## config.mk

```make
export PLATFORM = sky130hd
export DESIGN_NAME = alu_sequencer_flat
export DESIGN_NICKNAME = d
export VERILOG_FILES = /design/src/rtl/alu_sequencer_pkg.sv /design/src/rtl/alu_sequencer_if.sv /design/src/rtl/alu_sequencer_decode.sv /design/src/rtl/alu_sequencer.sv /design/src/flat_wrapper.sv
export SDC_FILE = /design/constraint.sdc
export NUM_CORES = 1
export LEC_CHECK = 0
export CAP_MARGIN = 20
export CORE_MARGIN = 1.5
export CORE_UTILIZATION = 34
export DETAILED_ROUTE_END_ITERATION = 12
export DONT_BUFFER_PORTS = 1
export GPL_TIMING_DRIVEN = 0
export PLACE_DENSITY = 0.49
export SETUP_SLACK_MARGIN = 0.05
export SLEW_MARGIN = 20
export SYNTH_ARGS = -nofsm -noshare
export SYNTH_HDL_FRONTEND = slang
export SYNTH_SLANG_ARGS = --single-unit
export TNS_END_PERCENT = 100
```

## constraint.sdc

```tcl
create_clock -name clk -period 3 [get_ports clk]
set_input_delay 0.9 -clock clk [delete_from_list [all_inputs] [get_ports clk]]
set_output_delay 0.9 -clock clk [all_outputs]
set_load 0.01 [all_outputs]
```

## src/rtl/alu_sequencer_pkg.sv

```systemverilog
// ---------------------------------------------------------------------------
// alu_sequencer_pkg
// Shared definitions for the ALU sequencer: datapath widths, ALU opcode
// constants, immediate-form op_hi codes, flag bit positions, FSM state
// encoding, decoded-instruction record and operand-extension helpers.
// No ports (package).
// ---------------------------------------------------------------------------
package alu_sequencer_pkg;

   localparam int DATA_W     = 16;
   localparam int REG_ADDR_W = 4;
   localparam int FLAG_W     = 5;
   localparam int OPC_W      = 8;

   // ALU opcodes as driven on alu_opcode
   localparam logic [7:0] OPC_WAIT = 8'h00;
   localparam logic [7:0] OPC_AND  = 8'h01;
   localparam logic [7:0] OPC_OR   = 8'h02;
   localparam logic [7:0] OPC_XOR  = 8'h03;
   localparam logic [7:0] OPC_LSH  = 8'h04;
   localparam logic [7:0] OPC_ADD  = 8'h05;
   localparam logic [7:0] OPC_ADDU = 8'h06;
   localparam logic [7:0] OPC_ADDC = 8'h07;
   localparam logic [7:0] OPC_ARSH = 8'h08;
   localparam logic [7:0] OPC_SUB  = 8'h09;
   localparam logic [7:0] OPC_SUBC = 8'h0A;
   localparam logic [7:0] OPC_CMP  = 8'h0B;
   localparam logic [7:0] OPC_MOV  = 8'h0D;

   // Compare shares one nibble code in both register (op_ext) and immediate (op_hi) forms
   localparam logic [3:0] CODE_CMP = 4'hB;

   // op_hi codes
   localparam logic [3:0] OPHI_REG   = 4'h0;
   localparam logic [3:0] OPHI_ADDI  = 4'h5;
   localparam logic [3:0] OPHI_ADDUI = 4'h6;
   localparam logic [3:0] OPHI_ADDCI = 4'h7;
   localparam logic [3:0] OPHI_SUBI  = 4'h9;
   localparam logic [3:0] OPHI_CMPI  = CODE_CMP;

   // Flag bit positions inside the 5-bit flags word
   localparam int FLAG_Z = 4;
   localparam int FLAG_C = 3;
   localparam int FLAG_F = 2;
   localparam int FLAG_N = 1;
   localparam int FLAG_L = 0;

   typedef enum logic [2:0] {
      ST_IDLE = 3'd0,
      ST_READ = 3'd1,
      ST_EXEC = 3'd2,
      ST_WB   = 3'd3,
      ST_HALT = 3'd4
   } state_t;

   typedef struct packed {
      logic [OPC_W-1:0]      opcode;
      logic [REG_ADDR_W-1:0] rd;
      logic [REG_ADDR_W-1:0] rs;
      logic                  use_imm;
      logic [DATA_W-1:0]     imm_ext;
      logic                  is_cmp;
      logic                  is_wait;
      logic                  is_illegal;
   } dec_t;

   function automatic logic [DATA_W-1:0] sext8(input logic [7:0] v);
      return {{(DATA_W-8){v[7]}}, v};
   endfunction

   function automatic logic [DATA_W-1:0] zext8(input logic [7:0] v);
      return {{(DATA_W-8){1'b0}}, v};
   endfunction

endpackage

```

## src/rtl/alu_sequencer_if.sv

```systemverilog
// ---------------------------------------------------------------------------
// alu_sequencer_if
// Bundles the sequencer's instruction handshake, register-file ports, ALU
// ports and status outputs.
//   master : the sequencer (drives instr_ready, rf_*addr/we/wdata, alu_a/b/
//            opcode, flags, halted, illegal)
//   slave  : the surrounding fetch / register file / ALU environment
// ---------------------------------------------------------------------------
interface alu_sequencer_if;
   import alu_sequencer_pkg::*;

   logic [DATA_W-1:0]     instr;
   logic                  instr_valid;
   logic                  instr_ready;
   logic                  resume;
   logic [REG_ADDR_W-1:0] rf_raddr_a;
   logic [REG_ADDR_W-1:0] rf_raddr_b;
   logic [DATA_W-1:0]     rf_rdata_a;
   logic [DATA_W-1:0]     rf_rdata_b;
   logic                  rf_we;
   logic [REG_ADDR_W-1:0] rf_waddr;
   logic [DATA_W-1:0]     rf_wdata;
   logic [DATA_W-1:0]     alu_a;
   logic [DATA_W-1:0]     alu_b;
   logic [OPC_W-1:0]      alu_opcode;
   logic [DATA_W-1:0]     alu_c;
   logic [FLAG_W-1:0]     alu_flags;
   logic [FLAG_W-1:0]     flags;
   logic                  halted;
   logic                  illegal;

   modport master (
      input  instr, instr_valid, resume, rf_rdata_a, rf_rdata_b, alu_c, alu_flags,
      output instr_ready, rf_raddr_a, rf_raddr_b, rf_we, rf_waddr, rf_wdata,
             alu_a, alu_b, alu_opcode, flags, halted, illegal
   );

   modport slave (
      output instr, instr_valid, resume, rf_rdata_a, rf_rdata_b, alu_c, alu_flags,
      input  instr_ready, rf_raddr_a, rf_raddr_b, rf_we, rf_waddr, rf_wdata,
             alu_a, alu_b, alu_opcode, flags, halted, illegal
   );

endinterface

```

## src/rtl/alu_sequencer_decode.sv

```systemverilog
// ---------------------------------------------------------------------------
// alu_sequencer_decode
// Purely combinational instruction decoder.
//   instr : 16-bit instruction word
//   dec   : decoded record {opcode, rd, rs, use_imm, imm_ext, is_cmp,
//           is_wait, is_illegal}
// ---------------------------------------------------------------------------
module alu_sequencer_decode
   import alu_sequencer_pkg::*;
(
   input  logic [DATA_W-1:0] instr,
   output dec_t              dec
);

   logic [3:0] op_hi_s;
   logic [3:0] op_ext_s;
   logic [7:0] imm_s;

   assign op_hi_s  = instr[15:12];
   assign op_ext_s = instr[7:4];
   assign imm_s    = instr[7:0];

   // Field extraction and form classification
   always_comb begin
      dec            = '0;
      dec.rd         = instr[11:8];
      dec.rs         = instr[3:0];
      case (op_hi_s)
         OPHI_REG: begin
            // All-zero word is WAIT, not a register-form op with op_ext 0
            if (instr == 16'h0000) begin
               dec.is_wait = 1'b1;
            end else begin
               dec.opcode = {4'h0, op_ext_s};
               dec.is_cmp = (op_ext_s == CODE_CMP);
            end
         end
         OPHI_ADDI, OPHI_ADDCI, OPHI_SUBI, OPHI_CMPI: begin
            dec.use_imm = 1'b1;
            dec.imm_ext = sext8(imm_s);
            dec.opcode  = {4'h0, op_hi_s};
            dec.is_cmp  = (op_hi_s == OPHI_CMPI);
         end
         OPHI_ADDUI: begin
            dec.use_imm = 1'b1;
            dec.imm_ext = zext8(imm_s);
            dec.opcode  = {4'h0, op_hi_s};
         end
         default: begin
            dec.is_illegal = 1'b1;
         end
      endcase
   end

endmodule

```

## src/rtl/alu_sequencer.sv

```systemverilog
// ---------------------------------------------------------------------------
// alu_sequencer
// Multi-cycle controller issuing one instruction at a time to a 16-bit ALU:
// IDLE (accept/decode) -> READ (operand fetch) -> EXEC (ALU, flags) -> WB
// (register write-back); WAIT parks in HALT until a resume pulse.
//   clk   : rising-edge clock
//   reset : asynchronous, active-high
//   bus   : master side of alu_sequencer_if (fetch handshake, register file,
//           ALU, flags/halted/illegal status)
// All outputs come straight from registers.
// ---------------------------------------------------------------------------
module alu_sequencer
   import alu_sequencer_pkg::*;
(
   input  logic            clk,
   input  logic            reset,
   alu_sequencer_if.master bus
);

   state_t                state_r;
   state_t                state_nxt_s;
   logic [DATA_W-1:0]     instr_r;
   logic [DATA_W-1:0]     dec_in_s;
   dec_t                  dec_s;
   logic                  accept_s;
   logic                  illegal_nxt_s;
   logic [DATA_W-1:0]     opa_r;
   logic [DATA_W-1:0]     opb_r;
   logic [DATA_W-1:0]     result_r;
   logic [FLAG_W-1:0]     flags_r;
   logic [OPC_W-1:0]      opcode_r;
   logic [REG_ADDR_W-1:0] raddr_a_r;
   logic [REG_ADDR_W-1:0] raddr_b_r;
   logic                  we_r;
   logic                  ready_r;
   logic                  halted_r;
   logic                  illegal_r;

   // In IDLE the live word is decoded for the accept decision; afterwards the latched one
   assign dec_in_s = (state_r == ST_IDLE) ? bus.instr : instr_r;

   alu_sequencer_decode u_decode (
      .instr (dec_in_s),
      .dec   (dec_s)
   );

   // ready_r is the registered copy of "next state is IDLE", so it also gates acceptance
   assign accept_s = (state_r == ST_IDLE) && ready_r && bus.instr_valid;

   // Next-state and illegal-pulse logic
   always_comb begin
      state_nxt_s   = state_r;
      illegal_nxt_s = 1'b0;
      case (state_r)
         ST_IDLE: begin
            if (accept_s) begin
               if (dec_s.is_wait) begin
                  state_nxt_s = ST_HALT;
               end else if (dec_s.is_illegal) begin
                  state_nxt_s   = ST_IDLE;
                  illegal_nxt_s = 1'b1;
               end else begin
                  state_nxt_s = ST_READ;
               end
            end else begin
               state_nxt_s = ST_IDLE;
            end
         end
         ST_READ: state_nxt_s = ST_EXEC;
         ST_EXEC: begin
            if (dec_s.is_cmp) begin
               state_nxt_s = ST_IDLE;
            end else begin
               state_nxt_s = ST_WB;
            end
         end
         ST_WB:   state_nxt_s = ST_IDLE;
         ST_HALT: begin
            if (bus.resume) begin
               state_nxt_s = ST_IDLE;
            end else begin
               state_nxt_s = ST_HALT;
            end
         end
         default: state_nxt_s = ST_IDLE;
      endcase
   end

   // FSM state register
   always_ff @(posedge clk or posedge reset) begin
      if (reset) begin
         state_r <= ST_IDLE;
      end else begin
         state_r <= state_nxt_s;
      end
   end

   // Status/control outputs registered from the next state so they line up with it
   always_ff @(posedge clk or posedge reset) begin
      if (reset) begin
         ready_r   <= 1'b0;
         halted_r  <= 1'b0;
         we_r      <= 1'b0;
         illegal_r <= 1'b0;
         opcode_r  <= 8'h00;
      end else begin
         ready_r   <= (state_nxt_s == ST_IDLE);
         halted_r  <= (state_nxt_s == ST_HALT);
         we_r      <= (state_nxt_s == ST_WB);
         illegal_r <= illegal_nxt_s;
         opcode_r  <= (state_nxt_s == ST_EXEC) ? dec_s.opcode : 8'h00;
      end
   end

   // Instruction latch and register-file addresses, captured only for instructions that run
   always_ff @(posedge clk or posedge reset) begin
      if (reset) begin
         instr_r   <= 16'h0000;
         raddr_a_r <= 4'h0;
         raddr_b_r <= 4'h0;
      end else if (accept_s && (state_nxt_s == ST_READ)) begin
         instr_r   <= bus.instr;
         raddr_a_r <= dec_s.rd;
         raddr_b_r <= dec_s.rs;
      end else begin
         instr_r   <= instr_r;
         raddr_a_r <= raddr_a_r;
         raddr_b_r <= raddr_b_r;
      end
   end

   // Operand capture in READ, result and flags capture in EXEC
   always_ff @(posedge clk or posedge reset) begin
      if (reset) begin
         opa_r    <= 16'h0000;
         opb_r    <= 16'h0000;
         result_r <= 16'h0000;
         flags_r  <= 5'b00000;
      end else if (state_r == ST_READ) begin
         opa_r <= bus.rf_rdata_a;
         opb_r <= dec_s.use_imm ? dec_s.imm_ext : bus.rf_rdata_b;
      end else if (state_r == ST_EXEC) begin
         result_r <= bus.alu_c;
         flags_r  <= bus.alu_flags;
      end else begin
         opa_r    <= opa_r;
         opb_r    <= opb_r;
         result_r <= result_r;
         flags_r  <= flags_r;
      end
   end

   assign bus.instr_ready = ready_r;
   assign bus.rf_raddr_a  = raddr_a_r;
   assign bus.rf_raddr_b  = raddr_b_r;
   assign bus.rf_we       = we_r;
   assign bus.rf_waddr    = raddr_a_r;
   assign bus.rf_wdata    = result_r;
   assign bus.alu_a       = opa_r;
   assign bus.alu_b       = opb_r;
   assign bus.alu_opcode  = opcode_r;
   assign bus.flags       = flags_r;
   assign bus.halted      = halted_r;
   assign bus.illegal     = illegal_r;

endmodule

```

## src/flat_wrapper.sv

```systemverilog
// flat-port wrapper written by rule: the top's interface ports become plain ports
module alu_sequencer_flat import alu_sequencer_pkg::*;
  (clk, reset, bus_instr, bus_instr_valid, bus_resume, bus_rf_rdata_a, bus_rf_rdata_b, bus_alu_c, bus_alu_flags, bus_instr_ready, bus_rf_raddr_a, bus_rf_raddr_b, bus_rf_we, bus_rf_waddr, bus_rf_wdata, bus_alu_a, bus_alu_b, bus_alu_opcode, bus_flags, bus_halted, bus_illegal);
  alu_sequencer_if bus_i ();
  input  logic clk;
  input  logic reset;
  input wire logic [$bits(bus_i.instr)-1:0] bus_instr;
  input wire logic [$bits(bus_i.instr_valid)-1:0] bus_instr_valid;
  input wire logic [$bits(bus_i.resume)-1:0] bus_resume;
  input wire logic [$bits(bus_i.rf_rdata_a)-1:0] bus_rf_rdata_a;
  input wire logic [$bits(bus_i.rf_rdata_b)-1:0] bus_rf_rdata_b;
  input wire logic [$bits(bus_i.alu_c)-1:0] bus_alu_c;
  input wire logic [$bits(bus_i.alu_flags)-1:0] bus_alu_flags;
  output wire logic [$bits(bus_i.instr_ready)-1:0] bus_instr_ready;
  output wire logic [$bits(bus_i.rf_raddr_a)-1:0] bus_rf_raddr_a;
  output wire logic [$bits(bus_i.rf_raddr_b)-1:0] bus_rf_raddr_b;
  output wire logic [$bits(bus_i.rf_we)-1:0] bus_rf_we;
  output wire logic [$bits(bus_i.rf_waddr)-1:0] bus_rf_waddr;
  output wire logic [$bits(bus_i.rf_wdata)-1:0] bus_rf_wdata;
  output wire logic [$bits(bus_i.alu_a)-1:0] bus_alu_a;
  output wire logic [$bits(bus_i.alu_b)-1:0] bus_alu_b;
  output wire logic [$bits(bus_i.alu_opcode)-1:0] bus_alu_opcode;
  output wire logic [$bits(bus_i.flags)-1:0] bus_flags;
  output wire logic [$bits(bus_i.halted)-1:0] bus_halted;
  output wire logic [$bits(bus_i.illegal)-1:0] bus_illegal;
  assign bus_i.instr = bus_instr;
  assign bus_i.instr_valid = bus_instr_valid;
  assign bus_i.resume = bus_resume;
  assign bus_i.rf_rdata_a = bus_rf_rdata_a;
  assign bus_i.rf_rdata_b = bus_rf_rdata_b;
  assign bus_i.alu_c = bus_alu_c;
  assign bus_i.alu_flags = bus_alu_flags;
  assign bus_instr_ready = bus_i.instr_ready;
  assign bus_rf_raddr_a = bus_i.rf_raddr_a;
  assign bus_rf_raddr_b = bus_i.rf_raddr_b;
  assign bus_rf_we = bus_i.rf_we;
  assign bus_rf_waddr = bus_i.rf_waddr;
  assign bus_rf_wdata = bus_i.rf_wdata;
  assign bus_alu_a = bus_i.alu_a;
  assign bus_alu_b = bus_i.alu_b;
  assign bus_alu_opcode = bus_i.alu_opcode;
  assign bus_flags = bus_i.flags;
  assign bus_halted = bus_i.halted;
  assign bus_illegal = bus_i.illegal;
  alu_sequencer u_core (.clk(clk), .reset(reset), .bus(bus_i));
endmodule
```

==> impl_metrics.toml <==
[outcome]
outcome = "completed"

[routing]
num_vias = 2624
first_pass_iters = 4
drtAntennaViolNets = 0
drtIter0Drc = 109
vias_per_cell = 5.09
routedWlPerCell_um = 17.9
post-route-drc-count = 0
wl_um = 9250

[layout]
fillers = 1119
nets = 441
final_cells = 516
drive_gt1_share_pct = 23.3
num_antenna_cells = 0
multiInputGateArea_um2 = 1590
seq_area_um2 = 2200
synthToLayoutAreaGrowth_pct = 14.0

[floorplanning]
dieArea_um2 = 12300
initial_utilization_pct = 34.8
die_y_um = 111
die_x_um = 111
num_rows = 39
core_area_um2 = 11400
num_io_pins = 150

[yosys]
syn-cell-area_um2 = 3960
yosysTopAreaCellShare_pct = 55.7
synth_largest_area_cell = "dfrtp_1"
synth_edf_count = 0
ys_async_sr_fraction_pct = 100
ys.warnings.count = 0
synth.area.top_cells = "dfrtp_1 56%, mux2_2 8.5%, nand2_1 8.4%"
synth_commonest_cells = "88 x dfrtp_1, 88 x nand2_1, 30 x mux2_2"
avgSynthCellArea_um2 = 11.3
yosysSeqAreaShare_pct = 55.7
synthesis.instances = 351
yosys_register_bits = 88
synth_ff_type = "dfrtp_1"
synth.distinct_cells = 45

[worst_hold_path]
holdCritPathClass = "primary input to async pin"

[clocking]
cts_max_level = 3
clockBufferDepth = 2
cts_hold_buffers = 0
postCtsResizedCells = 0
clkTransAtPathRegs_ps = 60
cts-root-buf = "clkbuf_16"
clk_latency_ps = 340
cts_tree = "done"
numCtsBuffers = 9
cts_setup_buffers = 0
cts_sinks = 88

[run]
maxCapViolCount = 0

[sta]
finalCritPeriodShare_pct = 85.7
finClkSkew_ps = 6.28
hold_viol = 0
fin_crit_ps = 2570
fmax_mhz = 389
rsz0062_at_grt = "no"
finalSetupViolCount = 0
slew_headroom_pct = 61.6
fin_tns_setup_ps = 0
slew_violations = 0
tightest_slew_ps = 572

[global_routing]
antenna_found_initial = 0
grt_pass1_wl_um = 14700
grt_pass1_vias = 2659
grt_max_degree = 30
grt_overflow_total = 0
grt.total_usage_pct = 15.6

[setup_path]
endpoint_kind = "flop"
reg2reg_depth = 6
worstReg2RegStart = "u_core.state_r[2]$_DFF_PP0_"
reg2reg_to = "u_core.bus.rf_raddr_b[3]$_DFFE_PP0P_"
path_max_fanout = 10
required_ps = 3220
crit_chain = "nor3_2 -> mux2i_1 -> o211ai_2 -> a2bb2oi_4 -> buf_8 -> mux2_4"
startpoint = "u_core.state_r[2]$_DFF_PP0_"
r2r_slack_ps = 430
critPathKind = "flop to flop"
critPathArrivalTime_ps = 2800
max_stage_delay_ps = 460
slowest_stage = "nor3_2"
critPathLaunchType = "flop"

[placement]
numPortBuffers = 0
dpl.cell_count = 500
place.gp.congestion = 0.842
dp_hpwl_um = 7010

[power_and_ir_drop]
powerDensity_nw_per_um2 = 1200
leakagePower_nw = 2.12
irDropWorstVdd_mv = 0.481
[worst max path at each step]
stage                                      endpoint  slack (ps)  cells past startpoint
3_5_place_dp          u_core.instr_r[4]$_DFFE_PP0P_         230                      6
5_1_grt               u_core.instr_r[2]$_DFFE_PP0P_         280                      6
3_3_place_gp   u_core.bus.rf_raddr_b[3]$_DFFE_PP0P_         220                      6
6_report       u_core.bus.rf_raddr_b[3]$_DFFE_PP0P_         430                      6
4_1_cts        u_core.bus.rf_raddr_b[3]$_DFFE_PP0P_         430                      6
2_1_floorplan  u_core.bus.rf_raddr_a[3]$_DFFE_PP0P_         610                      6
[cells in the final DEF (no fill, tap or decap), drive strengths merged, types with 2 or more instances in the layout]
cell	instances
o22ai	2
clkbuf	22
nand3	4
dfrtp	88
nor2	24
buf	16
conb	4
clkinvlp	4
nor3	5
and2	4
a21oi	9
nor4	6
inv	3
mux2i	10
mux2	48
o21ai	13
and3	3
nand2	88
[through the flow]
stage / setup WS, ps / total power [mW] / hold slack (ps) / util (%) / cell area (µm²)
4_1_cts: 429 / 5.49 / 407 / 39.6 / 4510
6_report: 428 / 5.41 / 411 / 39.6 / 4510
5_1_grt: 278 / 5.78 / 415 / 39.6 / 4510
3_3_place_gp: 225 / 4.31 / 500 / 36.5 / 4150
3_5_place_dp: 234 / 4.36 / 509 / 37.1 / 4220
2_1_floorplan: 606 / 3.87 / 482 / - / 3970
[per-layer routing]
metal  routed length (µm)  GRT usage [%]  vias to the layer above  part of all wire (%)
met5                    0              0                        -                     0
met4                  178           7.95                        0                   1.9
met3                  967           6.23                       14                    10
met2                 4170           23.4                      126                    45
met1                 3930           19.6                     1263                    43
li1                     -              -                     1221                     -
[cell families after synthesis]
family	synth area share, %
AO/OA/AOI/OAI	5.73
other	0.0948
buffers and inverters	4.52
AND/OR/NAND/NOR	15.8
XOR/XNOR	0.221
multiplexers	18.0
flip-flops	55.7
[worst max-delay path, delay by kind of cell, from the launching register on]
kind,cells,cell delay (ps)
buffers and inverters,1,220
AO/OA/AOI/OAI,2,570
multiplexers,2,770
flip-flops,1,420
AND/OR/NAND/NOR,1,460
[sequential cells by signal, summed over array words and instances, names as in the netlist]
name / flops
u_core.bus.alu_a: 16
u_core.bus.alu_b: 16
u_core.bus.rf_wdata: 16
u_core.instr_r: 16
u_core.bus.flags: 5
u_core.bus.alu_opcode: 4
u_core.bus.rf_raddr_a: 4
u_core.bus.rf_raddr_b: 4
u_core.state_r: 3
u_core.bus.halted: 1
u_core.bus.illegal: 1
u_core.bus.instr_ready: 1
u_core.bus.rf_we: 1
[cell type report]
cell class,count,share of cell area (%)
Buffer,24,3.64
Clock buffer,11,5.16
Clock inverter,5,1.28
Inverter,4,0.416
Multi-Input combinational cell,238,35.2
Sequential cell,88,48.9
Tap cell,143,3.97
Timing Repair Buffer,3,1.50
[report_power, final]
part	internal (mW)	switching [mW]	leakage, nW
Clock	0.644	0.454	0.132
Sequential	1.76	0.649	1.07
Combinational	0.957	0.945	0.917
Note: power is estimated with default switching activity, not from simulation.
